### src/rtl/apb_wait_slave.sv
// APB completer backed by a small word-addressed register memory.
// Every transfer is stretched by a fixed number of wait states before it completes.
module apb_wait_slave #(
  parameter int          DEPTH       = 16,
  parameter logic [31:0] BASE_ADDR   = 32'h0000_0000,
  parameter int          WAIT_STATES = 2
) (
  input  logic        Pclk,
  input  logic        Preset,
  input  logic        Psel,
  input  logic        Penable,
  input  logic        Pwrite,
  input  logic [31:0] Paddr,
  input  logic [31:0] Pdata,
  output logic [31:0] Prdata,
  output logic        Pready,
  output logic        Pslverr,
  output logic [15:0] access_cnt
);
  localparam int          AW   = $clog2(DEPTH);
  localparam logic [31:0] SPAN = 32'(DEPTH * 4);
  localparam logic [3:0]  WS   = 4'(WAIT_STATES);

  typedef enum logic [1:0] {S_IDLE, S_WAIT, S_DONE} state_t;

  state_t        r_state, w_state_next;
  logic [3:0]    r_cnt, w_cnt_next;
  logic          r_write, r_err, r_pready, r_pslverr;
  logic [AW-1:0] r_idx;
  logic [31:0]   r_wdata, r_prdata;
  logic [15:0]   r_access_cnt;
  logic [31:0]   r_mem [DEPTH];

  logic [31:0]   w_offset;
  logic          w_err, w_setup, w_commit, w_enter_done;
  logic          w_ld_err, w_ld_write;
  logic [AW-1:0] w_idx, w_ld_idx;

  always_comb begin
    w_offset = Paddr - BASE_ADDR;
    w_err    = (w_offset >= SPAN) || (Paddr[1:0] != 2'b00);
    w_idx    = w_offset[AW+1:2];
  end

  always_comb begin
    w_state_next = r_state;
    w_cnt_next   = r_cnt;
    w_setup      = 1'b0;
    w_commit     = 1'b0;
    case (r_state)
      S_IDLE: begin
        if (Psel && !Penable) begin
          w_setup      = 1'b1;
          w_cnt_next   = WS;
          w_state_next = (WS == 4'd0) ? S_DONE : S_WAIT;
        end
      end
      S_WAIT: begin
        if (!(Psel && Penable)) begin
          w_state_next = S_IDLE;
          w_cnt_next   = 4'd0;
        end else begin
          w_cnt_next = r_cnt - 4'd1;
          if (r_cnt <= 4'd1) w_state_next = S_DONE;
        end
      end
      S_DONE: begin
        w_state_next = S_IDLE;
        w_commit     = Psel && Penable;
      end
      default: w_state_next = S_IDLE;
    endcase
    // With zero wait states DONE is entered straight from IDLE, before the setup latches hold the transfer.
    w_enter_done = (w_state_next == S_DONE);
    w_ld_err     = (r_state == S_IDLE) ? w_err  : r_err;
    w_ld_write   = (r_state == S_IDLE) ? Pwrite : r_write;
    w_ld_idx     = (r_state == S_IDLE) ? w_idx  : r_idx;
  end

  always_ff @(posedge Pclk or posedge Preset) begin
    if (Preset) begin
      r_state      <= S_IDLE;
      r_cnt        <= 4'd0;
      r_write      <= 1'b0;
      r_err        <= 1'b0;
      r_idx        <= '0;
      r_wdata      <= 32'd0;
      r_prdata     <= 32'd0;
      r_pready     <= 1'b0;
      r_pslverr    <= 1'b0;
      r_access_cnt <= 16'd0;
      for (int i = 0; i < DEPTH; i++) r_mem[AW'(i)] <= 32'd0;
    end else begin
      r_state   <= w_state_next;
      r_cnt     <= w_cnt_next;
      r_pready  <= w_enter_done;
      r_pslverr <= w_enter_done && w_ld_err;
      if (w_setup) begin
        r_write <= Pwrite;
        r_err   <= w_err;
        r_idx   <= w_idx;
        r_wdata <= Pdata;
      end
      if (w_enter_done) begin
        if (w_ld_err)        r_prdata <= 32'd0;
        else if (!w_ld_write) r_prdata <= r_mem[w_ld_idx];
      end
      if (w_commit && !r_err) begin
        if (r_write) r_mem[r_idx] <= r_wdata;
        if (r_access_cnt != 16'hFFFF) r_access_cnt <= r_access_cnt + 16'd1;
      end
    end
  end

  assign Prdata     = r_prdata;
  assign Pready     = r_pready;
  assign Pslverr    = r_pslverr;
  assign access_cnt = r_access_cnt;

endmodule

### config.mk
export PLATFORM = sky130hd
export DESIGN_NAME = apb_wait_slave
export DESIGN_NICKNAME = d
export VERILOG_FILES = /design/src/rtl/apb_wait_slave.sv
export SDC_FILE = /design/constraint.sdc
export NUM_CORES = 1
export LEC_CHECK = 0
export ABC_AREA = 1
export BUFFER_PORTS_ARGS = -buffer_cell sky130_fd_sc_hd__buf_2
export CAP_MARGIN = 20
export CELL_PAD_IN_SITES_DETAIL_PLACEMENT = 1
export CELL_PAD_IN_SITES_GLOBAL_PLACEMENT = 1
export CORE_UTILIZATION = 35
export DETAILED_ROUTE_END_ITERATION = 16
export GPL_ROUTABILITY_DRIVEN = 0
export PLACE_DENSITY_LB_ADDON = 0.25
export SYNTH_ARGS = -nofsm -noshare
export SYNTH_HDL_FRONTEND = slang
export SYNTH_SLANG_ARGS = --single-unit
### constraint.sdc
create_clock -name Pclk -period 11.6 [get_ports Pclk]
set_clock_uncertainty 0.15 [all_clocks]
set_input_delay 1.16 -clock Pclk [delete_from_list [all_inputs] [get_ports Pclk]]
set_output_delay 1.16 -clock Pclk [all_outputs]
set_load 0.1 [all_outputs]
==> impl_results.md <==
* Power per unit of standard cell area at approximately 170 nW/um^2
* Slew Limit Headroom at approximately a quarter
* Status: complete, no violations
* Number of cell instances on the worst register-to-register path at 10
* Type of the worst min-delay path: reg -> reg
* Cell accounting for the most synthesized area: dfrtp_1
* Largest delay contributor family on the critical path: simple AND/OR/NAND/NOR gates
* Sink count of the clock tree at 606
* Main flop type after synthesis: dfrtp_1
* Die Footprint at 74,950 sq um
* Num rows at 99
* Most common library cell in the layout ignoring fill and taps: nand2_1
* Commonest cells after routing, fill and taps aside: 890 x nand2_1, 522 x nand3_1, 350 x dfrtp_1, 256 x edfxtp_1, 238 x o21ai_0
* CTS tree: built
* Number of CTS-inserted buffers at 67
* Crit path required time at between 10 and 15 ns
* Largest net degree at the start of global routing at between 90 and 100
* Post-CTS clock slew at the launch and capture registers of the worst setup and hold paths at ~0.060 ns
* Distinct cell type count after synthesis at 36
* Number of enable flip-flop cells after synthesis at between 200 and 300
* Leakage dissipation at approximately 12 nW
* Average via count per standard cell at ~5.3
* Share of the clock period used by the worst path after layout at around a third
* Maximum operating frequency at between 200 and 300 MHz
* Drt initial violations at 1,531
* Instance area at placement at around 27,000 sq um
* Fraction of final layout cells with drive strength greater than 1 at between 10% and 20%
* Hold Fails Final Rpt at 0
* Proportion of netlist area held by the largest area contributor at around a third
* Worst Path Buf+Inv at 1
* Global-route usage over all layers at between 20% and 30%
* Fin Hold WS at about 0.33 ns
* Relative contribution of the clock network to total power at 41.3%
* Flop pwr share at between 40% and 50%
* # Post-CTS Setup Buffers at 0
* Number of violations of the max-capacitance limit at 0
* Starting density of the core at 35.43%
* Part of the total power dissipated in combinational logic at 12.4%
* Overflow left after global routing at 0
* CP Launch Type: register
* Internal power at 3.712 mW
* Mean instance size in the synthesized netlist at roughly 9.6 sq um
* Synthesized netlist cell count at between 2,000 and 3,000
* PostCTS Resize Cnt at 0
* Netlist area before placement at ~26,000 sq um
* Flip-flop and latch count after synthesis at slightly above 600
* Number of hold-repair buffers added at the cts stage at 0
* Nets@finish at 2,819
* Number of buffer cells added on primary ports at about 120
* Die Y-Extent at about 270 um
* Longest individual stage delay on the worst path at ~0.89 ns
* List of cells traversed by the critical path: nor2_4, nand2_1, nand2_4, buf_4, nand2_1, nand3_1, nand3_1, nand3_1, nand3_1, nand2_1
* Pins Over Slew Limit at 0
* Cells on Worst Hold Path at 2
* Number of I/O pins at about 120
* Remaining number of nets flagged by the antenna check after routing at 0
* Async set or reset register ratio after synthesis at between 50% and 60%
* Worst-Skew Late Latency at approximately 0.61 ns
* Pre-CTS setup slack at 7.196 ns
* Global-route wire length before repair at between 100 and 150 mm
* Worst ir drop on vdd at 0.1142 mV
* Sw Ratio at about 28%
* Unrepaired setup endpoints after global routing: false
* Vias post-DR at around 20,000
* Overall routed net length at slightly above 80 mm
* Number of setup violations in the final report at 0
* Actual transition at the worst max-transition pin at about 1.1 ns
* Power dissipated by switching net loads at 1.445 mW
* Setup Total Neg Slack at 0 ns
* Detailed placement HPWL at about 47 mm
* Horizontal extent of the die at ~270 um
* Number of DRC violations after detailed routing at 0
* Top post-synthesis cells by area: dfrtp_1 34%, edfxtp_1 30%, nand2_1 13%
* Type of destination of the critical path: register
* Clock period minus worst slack at 3.833 ns
* Cell depth of the worst setup path at 10
* Diodes inserted at 0
* Core Footprint at about 73,000 sq um
* Most used cell along the critical path: nand3_1
* Total power at about 5.2 mW
* Final std cell area, no fill at 29,470 sq um
* Type of the worst setup path: reg -> reg
* Worst-path cell with the longest stage delay: buf_4
* Wire per inst at 21.64 um
* Detailed-router iteration count before antenna repair at 6
* Root buffer cell: clkbuf_16
* Antenna violations before repair at 1
* Bufs on Longest Clock Path at 3
* Signal arrival time at the worst endpoint at approximately 4.2 ns
* Max H-tree Level at 3
* Register-to-register path setup slack at 7.77 ns
* Seq/Total Area, Yosys at a little under two thirds
* Total nets after synthesis at 2,765
* Number of warnings issued by yosys at 0
* Via count of the first global-routing pass at between 20,000 and 25,000
* Largest fanout of any net on the critical path at 86
* Final setup slack of the worst path at 7.767 ns
* Area overhead of the layout relative to synthesis at 14.02%
[kinds of logic (layout without fill, tap and decap cells)]
group                      Yosys count  count (layout)  share of synthesized area (%)
and+or+nand+nor                   1490            1490                          24.84
DFF                                606             606                          63.62
AOI/OAI and AO/OA                  306             306                          5.968
buffers and inverters              271             379                          4.850
xor gates and xnor gates            17              17                         0.5760
adders and majority gates            3               3                         0.1452
[metrics by stage]
stage	cells	util [%]
after floorplan	2693	-
after CTS	3758	40.32
after detailed placement	3635	37.32
after global placement	3629	37.15
final	3760	40.40
after global routing	3760	40.40
[cell usage after synthesis (9+ instances only)]
library cell and instances:
nand2_1 892, nand3_1 522, dfrtp_1 350, edfxtp_1 256
o21ai_0 238, inv_1 97, buf_2 89, o21ai_1 62
clkbuf_1 43, nor2_1 40, buf_4 25, xor2_1 9
[path summary, 6_finish.rpt]
check                           start          end
max                        r_state[0]   Prdata[17]
min                        r_mem[286]   r_mem[286]
max reg2reg                r_state[0]   Prdata[17]
min reg2reg                r_mem[286]   r_mem[286]
max in group asynchronous      Preset   r_wdata[9]
min in group asynchronous      Preset  r_wdata[15]
[sequential cells by signal, summed over array words and instances, names as in the netlist]
| signal | cells |
|---|---|
| r_write | 1 |
| r_state | 2 |
| r_err | 1 |
| r_wdata | 32 |
| r_cnt | 4 |
| r_idx | 4 |
| Prdata | 32 |
| access_cnt | 16 |
| Pready | 1 |
| r_mem | 512 |
| Pslverr | 1 |
[worst register-to-register path: stages, from the launching register on]
cell	delay, ns
dfrtp_1	0.44
nor2_4	0.42
nand2_1	0.18
nand2_4	0.76
buf_4	0.93
nand2_1	0.27
nand3_1	0.15
nand3_1	0.15
nand3_1	0.14
nand3_1	0.08
nand2_1	0.10
[power by group through the flow]
stage                     sequential [mW]  clock [mW]  combinational, mW
after floorplan                      2.41           0              0.420
after global placement               2.42           0              0.627
after detailed placement             2.43           0              0.637
after CTS                            2.39        2.18              0.641
after global routing                 2.39        2.25              0.705
final                                2.39        2.13              0.639
[layer usage]
layer	wire length, um	vias up	global-route usage (%)
met3	3160	126	2.737
met1	36850	10280	29.44
li1	-	9143	-
met5	12	-	0
met4	1802	2	6.763
met2	39520	393	37.61
[area by class of cell]
type	count	area [sq um]
inverter	102	389.1
timing repair buffer	154	983.4
multi-input combinational	1816	8267
sequential	606	16450
clock inverter	31	285.3
clock buffer	92	1904
fill	8229	43480
tap	959	1200
No activity file was read; power rests on OpenSTA's default activity.
